==> config.mk <==
export PLATFORM = sky130hd
export DESIGN_NAME = sprite_palette_engine_flat
export DESIGN_NICKNAME = d
export VERILOG_FILES = /design/src/rtl/sprite_palette_engine_pkg.sv /design/src/rtl/sprite_palette_engine_if.sv /design/src/rtl/palette_fade_ctrl.sv /design/src/rtl/sprite_palette_engine.sv /design/src/flat_wrapper.sv
export SDC_FILE = /design/constraint.sdc
export NUM_CORES = 1
export LEC_CHECK = 0
export CORE_UTILIZATION = 40
export DETAILED_ROUTE_END_ITERATION = 16
export GPL_TIMING_DRIVEN = 0
export PLACE_DENSITY_LB_ADDON = 0.05
export SLEW_MARGIN = 20
export SYNTH_ARGS = -nofsm -noshare
export SYNTH_HDL_FRONTEND = slang
export SYNTH_SLANG_ARGS = --single-unit
==> constraint.sdc <==
create_clock -name Clk -period 6.9 [get_ports Clk]
set_input_delay 1.38 -clock Clk [delete_from_list [all_inputs] [get_ports Clk]]
set_output_delay 1.38 -clock Clk [all_outputs]
set_load 0.02 [all_outputs]
==> src/rtl/sprite_palette_engine_pkg.sv <==
// sprite_palette_engine_pkg: fade states, colour type, default palette and fade arithmetic
package sprite_palette_engine_pkg;
  typedef enum logic [1:0] {IDLE, FADE_OUT, BLACK, FADE_IN} fade_state_t;
  typedef logic [11:0] rgb_t;
  localparam rgb_t DEFAULT_PAL [16] = '{
    12'h000, 12'h9C4, 12'h0F0, 12'hB52, 12'h00F, 12'hFF0, 12'h0FF, 12'hF0F,
    12'h888, 12'hF80, 12'h840, 12'h4F4, 12'h44F, 12'hF44, 12'hCCC, 12'hFFF
  };
  function automatic logic [3:0] fade_ch(input logic [3:0] c, input logic [3:0] amt);
    logic signed [4:0] d;
    d = $signed({1'b0, c}) - $signed({1'b0, amt});
    return d[4] ? 4'h0 : d[3:0];
  endfunction
  function automatic rgb_t fade_rgb(input rgb_t c, input logic [3:0] amt);
    return {fade_ch(c[11:8], amt), fade_ch(c[7:4], amt), fade_ch(c[3:0], amt)};
  endfunction
endpackage

==> src/rtl/sprite_palette_engine_if.sv <==
// sprite_palette_engine_if: pixel lookup, palette write and registered colour bus
interface sprite_palette_engine_if #(
  parameter int IDX_W = 4,
  parameter int PAL_W = 2
);
  logic             pix_valid_in;
  logic [PAL_W-1:0] pal_sel;
  logic [IDX_W-1:0] index;
  logic             wr_en;
  logic [PAL_W-1:0] wr_pal;
  logic [IDX_W-1:0] wr_idx;
  logic [11:0]      wr_rgb;
  logic [3:0]       red;
  logic [3:0]       green;
  logic [3:0]       blue;
  logic             pix_valid_out;
  logic             transparent;
  modport master (
    output pix_valid_in, pal_sel, index, wr_en, wr_pal, wr_idx, wr_rgb,
    input  red, green, blue, pix_valid_out, transparent
  );
  modport slave (
    input  pix_valid_in, pal_sel, index, wr_en, wr_pal, wr_idx, wr_rgb,
    output red, green, blue, pix_valid_out, transparent
  );
endinterface

==> src/rtl/palette_fade_ctrl.sv <==
// palette_fade_ctrl: frame-stepped fade FSM and damage-flash counter
module palette_fade_ctrl
  import sprite_palette_engine_pkg::*;
#(
  parameter int FLASH_FRAMES = 16
) (
  input  logic       Clk,
  input  logic       Reset_n,
  input  logic       frame_tick,
  input  logic       fade_start,
  input  logic       fade_dir,
  input  logic       flash_start,
  output logic [3:0] fade_amt,
  output logic       flash_on,
  output logic       fade_busy,
  output logic       fade_done
);
  localparam int CNT_W = $clog2(FLASH_FRAMES + 1);
  fade_state_t      state;
  logic [CNT_W-1:0] flash_cnt;
  assign fade_busy = state != IDLE;
  assign flash_on  = flash_cnt != '0 && flash_cnt[0];
  always_ff @(posedge Clk) begin
    if (!Reset_n) begin
      state     <= IDLE;
      fade_amt  <= 4'h0;
      fade_done <= 1'b0;
      flash_cnt <= '0;
    end else begin
      fade_done <= 1'b0;
      flash_cnt <= flash_start ? CNT_W'(FLASH_FRAMES) :
                   (frame_tick && flash_cnt != '0) ? flash_cnt - 1'b1 : flash_cnt;
      // a start takes priority over a coincident tick; stepping waits for the next tick
      case (state)
        IDLE: if (fade_start) begin
          state    <= fade_dir ? FADE_IN : FADE_OUT;
          fade_amt <= fade_dir ? 4'hF : 4'h0;
        end
        BLACK: if (fade_start && fade_dir) state <= FADE_IN;
        FADE_OUT: if (frame_tick) begin
          fade_amt <= fade_amt + 4'd1;
          if (fade_amt == 4'hE) begin
            state     <= BLACK;
            fade_done <= 1'b1;
          end
        end
        FADE_IN: if (frame_tick) begin
          fade_amt <= fade_amt - 4'd1;
          if (fade_amt == 4'h1) begin
            state     <= IDLE;
            fade_done <= 1'b1;
          end
        end
        default: state <= IDLE;
      endcase
    end
  end
endmodule

==> src/rtl/sprite_palette_engine.sv <==
// sprite_palette_engine: banked palette lookup with fade and flash effects
module sprite_palette_engine
  import sprite_palette_engine_pkg::*;
#(
  parameter int IDX_W        = 4,
  parameter int NUM_PAL      = 4,
  parameter int FLASH_FRAMES = 16,
  parameter int TRANSP_EN    = 1
) (
  input  logic                    Clk,
  input  logic                    Reset_n,
  sprite_palette_engine_if.slave  bus,
  input  logic                    frame_tick,
  input  logic                    fade_start,
  input  logic                    fade_dir,
  input  logic                    flash_start,
  output logic                    fade_busy,
  output logic                    fade_done
);
  localparam int PAL_W   = NUM_PAL > 1 ? $clog2(NUM_PAL) : 1;
  localparam int ENTRIES = 2 ** IDX_W;
  rgb_t             mem [NUM_PAL][ENTRIES];
  logic [3:0]       fade_amt;
  logic             flash_on;
  logic             bad;
  logic             tr;
  logic [PAL_W-1:0] rd_pal;
  rgb_t             pix;
  palette_fade_ctrl #(.FLASH_FRAMES(FLASH_FRAMES)) u_fx (
    .Clk(Clk), .Reset_n(Reset_n), .frame_tick(frame_tick), .fade_start(fade_start),
    .fade_dir(fade_dir), .flash_start(flash_start), .fade_amt(fade_amt),
    .flash_on(flash_on), .fade_busy(fade_busy), .fade_done(fade_done)
  );
  always_comb begin
    bad    = int'(bus.pal_sel) >= NUM_PAL;
    rd_pal = bad ? '0 : PAL_W'(bus.pal_sel);
    tr     = bad || (TRANSP_EN != 0 && bus.index == '0);
    pix    = mem[rd_pal][bus.index];
  end
  always_ff @(posedge Clk) begin
    if (!Reset_n) begin
      for (int p = 0; p < NUM_PAL; p++)
        for (int i = 0; i < ENTRIES; i++)
          mem[p][i] <= (p == 0 && i < 16) ? DEFAULT_PAL[i[3:0]] : '0;
      {bus.red, bus.green, bus.blue} <= '0;
      bus.pix_valid_out <= 1'b0;
      bus.transparent   <= 1'b0;
    end else begin
      if (bus.wr_en && int'(bus.wr_pal) < NUM_PAL) mem[bus.wr_pal][bus.wr_idx] <= bus.wr_rgb;
      bus.pix_valid_out <= bus.pix_valid_in;
      bus.transparent   <= bus.pix_valid_in && tr;
      {bus.red, bus.green, bus.blue} <= (!bus.pix_valid_in || tr) ? 12'h000 :
                                        flash_on ? 12'hFFF : fade_rgb(pix, fade_amt);
    end
  end
endmodule

==> src/flat_wrapper.sv <==
// flat-port wrapper written by rule: the top's interface ports become plain ports
module sprite_palette_engine_flat import sprite_palette_engine_pkg::*;
#(
  parameter int IDX_W        = 4,
  parameter int NUM_PAL      = 4,
  parameter int FLASH_FRAMES = 16,
  parameter int TRANSP_EN    = 1
)
  (Clk, Reset_n, frame_tick, fade_start, fade_dir, flash_start, fade_busy, fade_done, bus_pix_valid_in, bus_pal_sel, bus_index, bus_wr_en, bus_wr_pal, bus_wr_idx, bus_wr_rgb, bus_red, bus_green, bus_blue, bus_pix_valid_out, bus_transparent);
  sprite_palette_engine_if #(.IDX_W(IDX_W)) bus_i ();
  input  logic Clk;
  input  logic Reset_n;
  input  logic frame_tick;
  input  logic fade_start;
  input  logic fade_dir;
  input  logic flash_start;
  output logic fade_busy;
  output logic fade_done;
  input wire logic [$bits(bus_i.pix_valid_in)-1:0] bus_pix_valid_in;
  input wire logic [$bits(bus_i.pal_sel)-1:0] bus_pal_sel;
  input wire logic [$bits(bus_i.index)-1:0] bus_index;
  input wire logic [$bits(bus_i.wr_en)-1:0] bus_wr_en;
  input wire logic [$bits(bus_i.wr_pal)-1:0] bus_wr_pal;
  input wire logic [$bits(bus_i.wr_idx)-1:0] bus_wr_idx;
  input wire logic [$bits(bus_i.wr_rgb)-1:0] bus_wr_rgb;
  output wire logic [$bits(bus_i.red)-1:0] bus_red;
  output wire logic [$bits(bus_i.green)-1:0] bus_green;
  output wire logic [$bits(bus_i.blue)-1:0] bus_blue;
  output wire logic [$bits(bus_i.pix_valid_out)-1:0] bus_pix_valid_out;
  output wire logic [$bits(bus_i.transparent)-1:0] bus_transparent;
  assign bus_i.pix_valid_in = bus_pix_valid_in;
  assign bus_i.pal_sel = bus_pal_sel;
  assign bus_i.index = bus_index;
  assign bus_i.wr_en = bus_wr_en;
  assign bus_i.wr_pal = bus_wr_pal;
  assign bus_i.wr_idx = bus_wr_idx;
  assign bus_i.wr_rgb = bus_wr_rgb;
  assign bus_red = bus_i.red;
  assign bus_green = bus_i.green;
  assign bus_blue = bus_i.blue;
  assign bus_pix_valid_out = bus_i.pix_valid_out;
  assign bus_transparent = bus_i.transparent;
  sprite_palette_engine #(.IDX_W(IDX_W), .NUM_PAL(NUM_PAL), .FLASH_FRAMES(FLASH_FRAMES), .TRANSP_EN(TRANSP_EN)) u_core (.Clk(Clk), .Reset_n(Reset_n), .bus(bus_i), .frame_tick(frame_tick), .fade_start(fade_start), .fade_dir(fade_dir), .flash_start(flash_start), .fade_busy(fade_busy), .fade_done(fade_done));
endmodule
# Word level (Yosys, flattened, before mapping)
# Memory sizes are Yosys's and may differ from the RTL's.
# Cells that the tools add are included.
dict set report classes {
  add_sub_neg 6
  magnitude_cmp 3
  n_eq_ne 11
  mux 36
  bitwise_logic 3
  n_reduce_logical 18
}
# operator count
set ops {}
lappend ops {{$mux W192} 3}
lappend ops {{$reduce_or A192 Y1} 1}
lappend ops {{$bmux W12 S4} 1}
lappend ops {{$demux W12 S4} 1}
lappend ops {{$mux W12} 4}
lappend ops {{$mux W4} 7}
lappend ops {{$mux W2} 8}
lappend ops {{$sub A4 B4 Y5} 3}
lappend ops {{$ne A2 B2 Y1 const B} 6}
lappend ops {{$pmux W4 S3} 1}
lappend ops {{$ge A5 B5 Y1 const B} 2}
lappend ops {{$mux W5} 2}
lappend ops {{$not A4 Y5} 2}
lappend ops {{$pmux W2 S4} 1}
lappend ops {{$mux W1} 7}
lappend ops {{$reduce_and A6 Y1} 1}
lappend ops {{$logic_and A1 B1 Y1} 5}
lappend ops {{$lt A5 B1 Y1 const B} 1}
lappend ops {{$reduce_bool A5 Y1} 1}
lappend ops {{$sub A5 B1 Y5 const B} 1}
lappend ops {{$add A4 B1 Y4 const B} 1}
lappend ops {{$eq A2 B2 Y1 const B} 2}
lappend ops {{$eq A4 B1 Y1 const B} 1}
lappend ops {{$eq A4 B4 Y1 const B} 1}
lappend ops {{other kinds (12)} 14}
dict set report word_totals {
  reg_bits 26
  mem_bits_rw 768
  inputBits 32
  output_inout_bits 16
  wordCells 88
  n_memories 1
}
# memory words width rd rd_clocked_by_memory_dff wr line
set memory_table {}
lappend memory_table {u_core.mem 4 192 1 0 4 sprite_palette_engine.sv:22} ;# rgb_t mem [NUM_PAL][ENTRIES];

# Logic depth before layout (Yosys ltp)
dict set report depth {
  depth_word 8
  depth_mapped 16
  mapped_depth_nobuf 12
}

# Modules after synthesis
# A second synthesis with hierarchy kept.
dict set report hier_totals {
  cells_unflattened 2562
  area_unflattened_um2 37198.2
}
# mod instances cells_each area_per_inst_um2 seq_area_each_um2
set by_module_without_submodules {}
lappend by_module_without_submodules {sprite_palette_engine 1 2465 36364.9 23342.4}
lappend by_module_without_submodules {palette_fade_ctrl 1 97 833.3 240.2}

# Least setup slack after synthesis
# OpenSTA, ideal clock, no wires.
dict set report synth_path {
  kind {input-to-reg}
  from {input port bus_pal_sel[0]}
  to {register u_core.bus.red[3]}
  setup_ns 0.070
  arrival_ns 4.238
  required_time_ns 6.830
  path_slack_ns 2.592
  cell_stages 15
  n_path_buf 3
  cell_sequence {buf_6 -> buf_8 -> buf_6 -> or3b_1 -> o221ai_1 -> a221oi_1 -> a311oi_1 -> a31oi_1 -> ha_1 -> fa_1 -> nor2b_1 -> o21a_1 -> nor2_1 -> or3b_2 -> a21oi_1}
}
dict set report synth_via {
  elab_chain_len 7
}
# item line
set synth_lines {}
lappend synth_lines {{start, declared} flat_wrapper.sv:20} ;# input wire logic [$bits(bus_i.pal_sel)-1:0] bus_pal_sel;
lappend synth_lines {{$mem_v2 Z4 W192} n/a}
lappend synth_lines {{$bmux W12 S4} sprite_palette_engine.sv:38} ;# pix = mem[rd_pal][bus.index];
lappend synth_lines {{$mux W12 (implied by the code) (2 in a row)} sprite_palette_engine.sv:38}
lappend synth_lines {{$sub A4 B4 Y5} sprite_palette_engine_pkg.sv:11} ;# d = $signed({1'b0, c}) - $signed({1'b0, amt});
lappend synth_lines {{$mux W4} sprite_palette_engine_pkg.sv:12} ;# return d[4] ? 4'h0 : d[3:0];
lappend synth_lines {{$mux W12} sprite_palette_engine.sv:53} ;# flash_on ? 12'hFFF : fade_rgb(pix, fade_amt);
lappend synth_lines {{end signal, assigned} sprite_palette_engine.sv:52} ;# {bus.red, bus.green, bus.blue} <= (!bus.pix_valid_in || tr) ? 12'h000 :
lappend synth_lines {{end, declared} sprite_palette_engine_if.sv:24} ;# output red, green, blue, pix_valid_out, transparent
# No other way between the ends. The select of a mux whose other input is x is not followed.
# A chain may end at the register's enable or synchronous reset.

# Final worst setup path
dict set report layout_path {
  from {input port bus_index[0]}
  to {register u_core.bus.red[3]}
}
dict set report layout_via {
  elab_chain_len 7
  word_cells_on_any_way 10
  classes_between {add/sub (1); mux (5); bitwise (1); reduce/logical (3)}
}
# item line
set layout_lines {}
lappend layout_lines {{start, declared} flat_wrapper.sv:21} ;# input wire logic [$bits(bus_i.index)-1:0] bus_index;
lappend layout_lines {{$not A4 Y5 (implied by the code)} sprite_palette_engine.sv:38}
lappend layout_lines {{$bmux W12 S4} sprite_palette_engine.sv:38}
lappend layout_lines {{$mux W12 (implied by the code) (2 in a row)} sprite_palette_engine.sv:38}
lappend layout_lines {{$sub A4 B4 Y5} sprite_palette_engine_pkg.sv:11}
lappend layout_lines {{$mux W4} sprite_palette_engine_pkg.sv:12}
lappend layout_lines {{$mux W12} sprite_palette_engine.sv:53}
# Several ways; a longest one is shown, not always the timed one. The select of a mux whose other input is x is not followed.

==> results.md <==
- Status: completed
- Flop2flop setup slack: 2.69 ns
- Least-Margin Pin Slew: 1.318 ns
- TritonCTS clock tree: built
- Final Non-Filler Cells: between 4000 and 5000
- Fillers: 8226
- CP arrival: 7.00 ns
- Max-slew headroom: 0.1211
- Final setup viols: 0
- Tmin final: between 6 and 7 ns
- GR Overflow Total: 0
- DRT iter0 DRCs: roughly 4300
- Total number of vias: 25475
- Routability cong.: 0.9727
- CP required: approximately 7.5 ns
- Htree depth: 3
- Worst setup startpoint: bus_index[0]
- Worst R2R Start: u_core.mem[1][32]$_SDFFCE_PN0P_
- Die Wd: between 300 and 400 µm
- Largest net degree at the start of global routing: 14
- Core area: 91800 µm²
- Share of cells above drive strength 1: 0.1771
- Sink Count: roughly 800
- Clock buffer depth: 3
- #FFs+latches synth: approximately 790
- Setup TNS: 0 ns
- Num CTS Buffers: 90
- Drt wl/cell: 40.26 µm
- Fmax achieved: ~160 MHz
- GRT Util Overall: 0.3521
- Synthesis warning total: 0
- Setup crit start kind: input pin
- VDD IR max: 0.1579 mV
- CP Class: in2reg
- Endpoints failing hold: 0
- Initial Util: 0.4040
- Power per cell area: 283.7 nW/µm²
- Die outline height: 306.5 µm
- Syn Nets: 2632
- Total power: 12.18 mW
- Vias in the first global route: 24708
- CP Capture Type: register
- DRC viols: 0
- Later-pin clock latency in the skew report: roughly 0.69 ns
- First-pass GRT wire length: 219400 µm
- Largest fanout on the critical path: 10
- Final Max Slew Viols: 0
- Hold slack: ~0.5 ns
- Remaining antenna violation count: 0
- IO buf count: 32
- Post-synthesis sequential area ratio: 0.6359
- Root buffer cell: clkbuf_16
- # IOs: 48
- Fin crit share: 0.9285
- Ys flop type: edfxtp_1
- Worst Skew: between 0.03 and 0.04 ns
- Synth Instances: around 2600
- Post-synth cell types: 62
- Hold-fix buffers, CTS: 0
- Post_cts resized: 0
- Final wirelength: 164800 µm
- Nets: 2808
- Post-synth EDFFs: 768
- Post-Syn Area: 37090 µm²
- FP Rows: 111
- Clk slew on worst S/H paths: ~0.060 ns
- Area growth syn-to-layout: 15.72%
- Die Area: approximately 94000 µm²
- Hold Path Class: reg2reg
- RSZ-0062 raised after global routing: no
- # placed instances: slightly below 4000
- Post-CTS Setup Inserts: 0
- P_leak: 14.83 nW
- Initial antenna violation count: 47
- HP Start: u_core.u_fx.flash_cnt[4]$_SDFFE_PN0P_
- Synth async-reset ratio: 0
- Max-cap viol count: 0
- Drt pass-1 iters: 6
- Post-DP HPWL: 114100 µm
- Post-Syn Area per Cell: between 10 and 15 µm²
- Via density: 6.224
==> state kept, by name, summed over array words and instances, names as in the netlist <==
name                      cells
u_core.bus.blue               4
u_core.bus.green              4
u_core.bus.pix_valid_out      1
u_core.bus.red                4
u_core.bus.transparent        1
u_core.mem                  768
u_core.u_fx.fade_amt          4
u_core.u_fx.fade_done         1
u_core.u_fx.flash_cnt         5
u_core.u_fx.state             2
==> per-stage QoR <==
stage,util,setup WS (ns),cell area (µm²)
final,0.4675,0.4935,42920
after detailed placement,0.4350,0.04436,39930
after CTS,0.4668,0.7289,42850
after global routing,0.4669,0.6179,42860
after global placement,0.4244,0.08530,38960
after floorplan,-,2.592,37090
==> cells in the mapped netlist (5+ instances only) <==
cell	instances	area, µm²
a22o_1	6	52.55
nor3_1	5	25.02
ha_1	23	287.8
inv_1	17	63.81
a22oi_1	16	120.1
edfxtp_1	768	23060
a311oi_1	5	43.79
buf_1	20	75.07
o22ai_1	16	100.1
or3_1	90	563.0
a21oi_1	42	210.2
buf_4	16	120.1
o21ai_0	81	405.4
nand3_1	13	65.06
mux2_2	5	56.30
buf_2	14	70.07
and2_1	678	4242
dfxtp_1	26	520.5
and3_1	9	56.30
xor2_1	5	43.79
mux2i_1	94	940.9
a211oi_1	9	67.56
clkbuf_1	187	701.9
nand2_1	51	191.4
mux4_2	151	3401
mux4_1	6	157.7
nor2b_1	13	81.33
nand2b_1	8	50.05
a221oi_1	15	131.4
nor2_1	95	356.6
buf_6	11	123.9
o221ai_1	24	210.2
==> cell type report <==
class	instances	area, µm²	area share
clock buffers	112	2399	0.05589
clock inverters	54	518.0	0.01207
flip-flops and latches	794	23580	0.5495
well taps	1243	1555	0.03624
plain buffers	250	1180	0.02749
multi-input cells	1512	12560	0.2927
diodes	26	65.06	0.001516
repair buffers	84	985.9	0.02297
inverters	18	67.56	0.001574
==> cells by family (layout without fill, tap and decap cells) <==
logic type	after synthesis	in the layout	share of synthesized area
simple gates	979	979	0.1553
flops	794	794	0.6359
buf+inv	268	518	0.03178
mux	256	256	0.1228
compound gates	244	244	0.04312
fa+ha+maj	26	26	0.009379
xor+xnor	7	7	0.001653
other cells	0	26	0
==> layout by cell type (no fill, tap or decap), types with 51 or more instances in the layout <==
master	netlist	routed
edfxtp_1	768	768
clkbuf_16	0	93
mux2i_1	94	94
nor2_1	95	94
clkbuf_1	187	156
clkbuf_2	1	52
and2_1	678	678
or3_1	90	90
nand2_1	51	51
buf_6	11	51
o21ai_2	0	63
mux4_2	151	151
==> routing by layer <==
metal  GRT usage  vias up  wire (µm)
li1            -     9919          -
met1      0.4947    13365      65750
met2      0.5209     1832      72390
met5           0        -         26
met3     0.09118      355      19470
met4      0.1400        4       7160
==> critical path, stage by stage <==
cell,delay [ns]
clkdlybuf4s50_1,0.63
buf_2,0.50
buf_2,0.55
clkbuf_1,0.93
a221oi_1,0.51
a311oi_1,0.50
a31oi_1,0.17
ha_1,0.32
fa_1,0.40
nor2b_1,0.18
o21a_1,0.14
nor2_1,0.07
or3b_2,0.51
a21oi_1,0.16
==> worst paths after layout <==
path              cells after the start                                    end
hold / removal                        2  u_core.u_fx.flash_cnt[4]$_SDFFE_PN0P_
setup / recovery                     14           u_core.bus.red[3]$_SDFF_PP0_
setup reg to reg                     11           u_core.bus.red[3]$_SDFF_PP0_
hold reg to reg                       2  u_core.u_fx.flash_cnt[4]$_SDFFE_PN0P_
==> power breakdown <==
group          switching [mW]  total, mW  leakage (nW)  internal (mW)
sequential              0.104       5.65          7.56           5.55
clock                    2.09       4.90          1.42           2.81
combinational            1.10       1.62          5.85          0.526
total                    3.29       12.2          14.8           8.88
No activity file was read; power rests on OpenSTA's default activity.
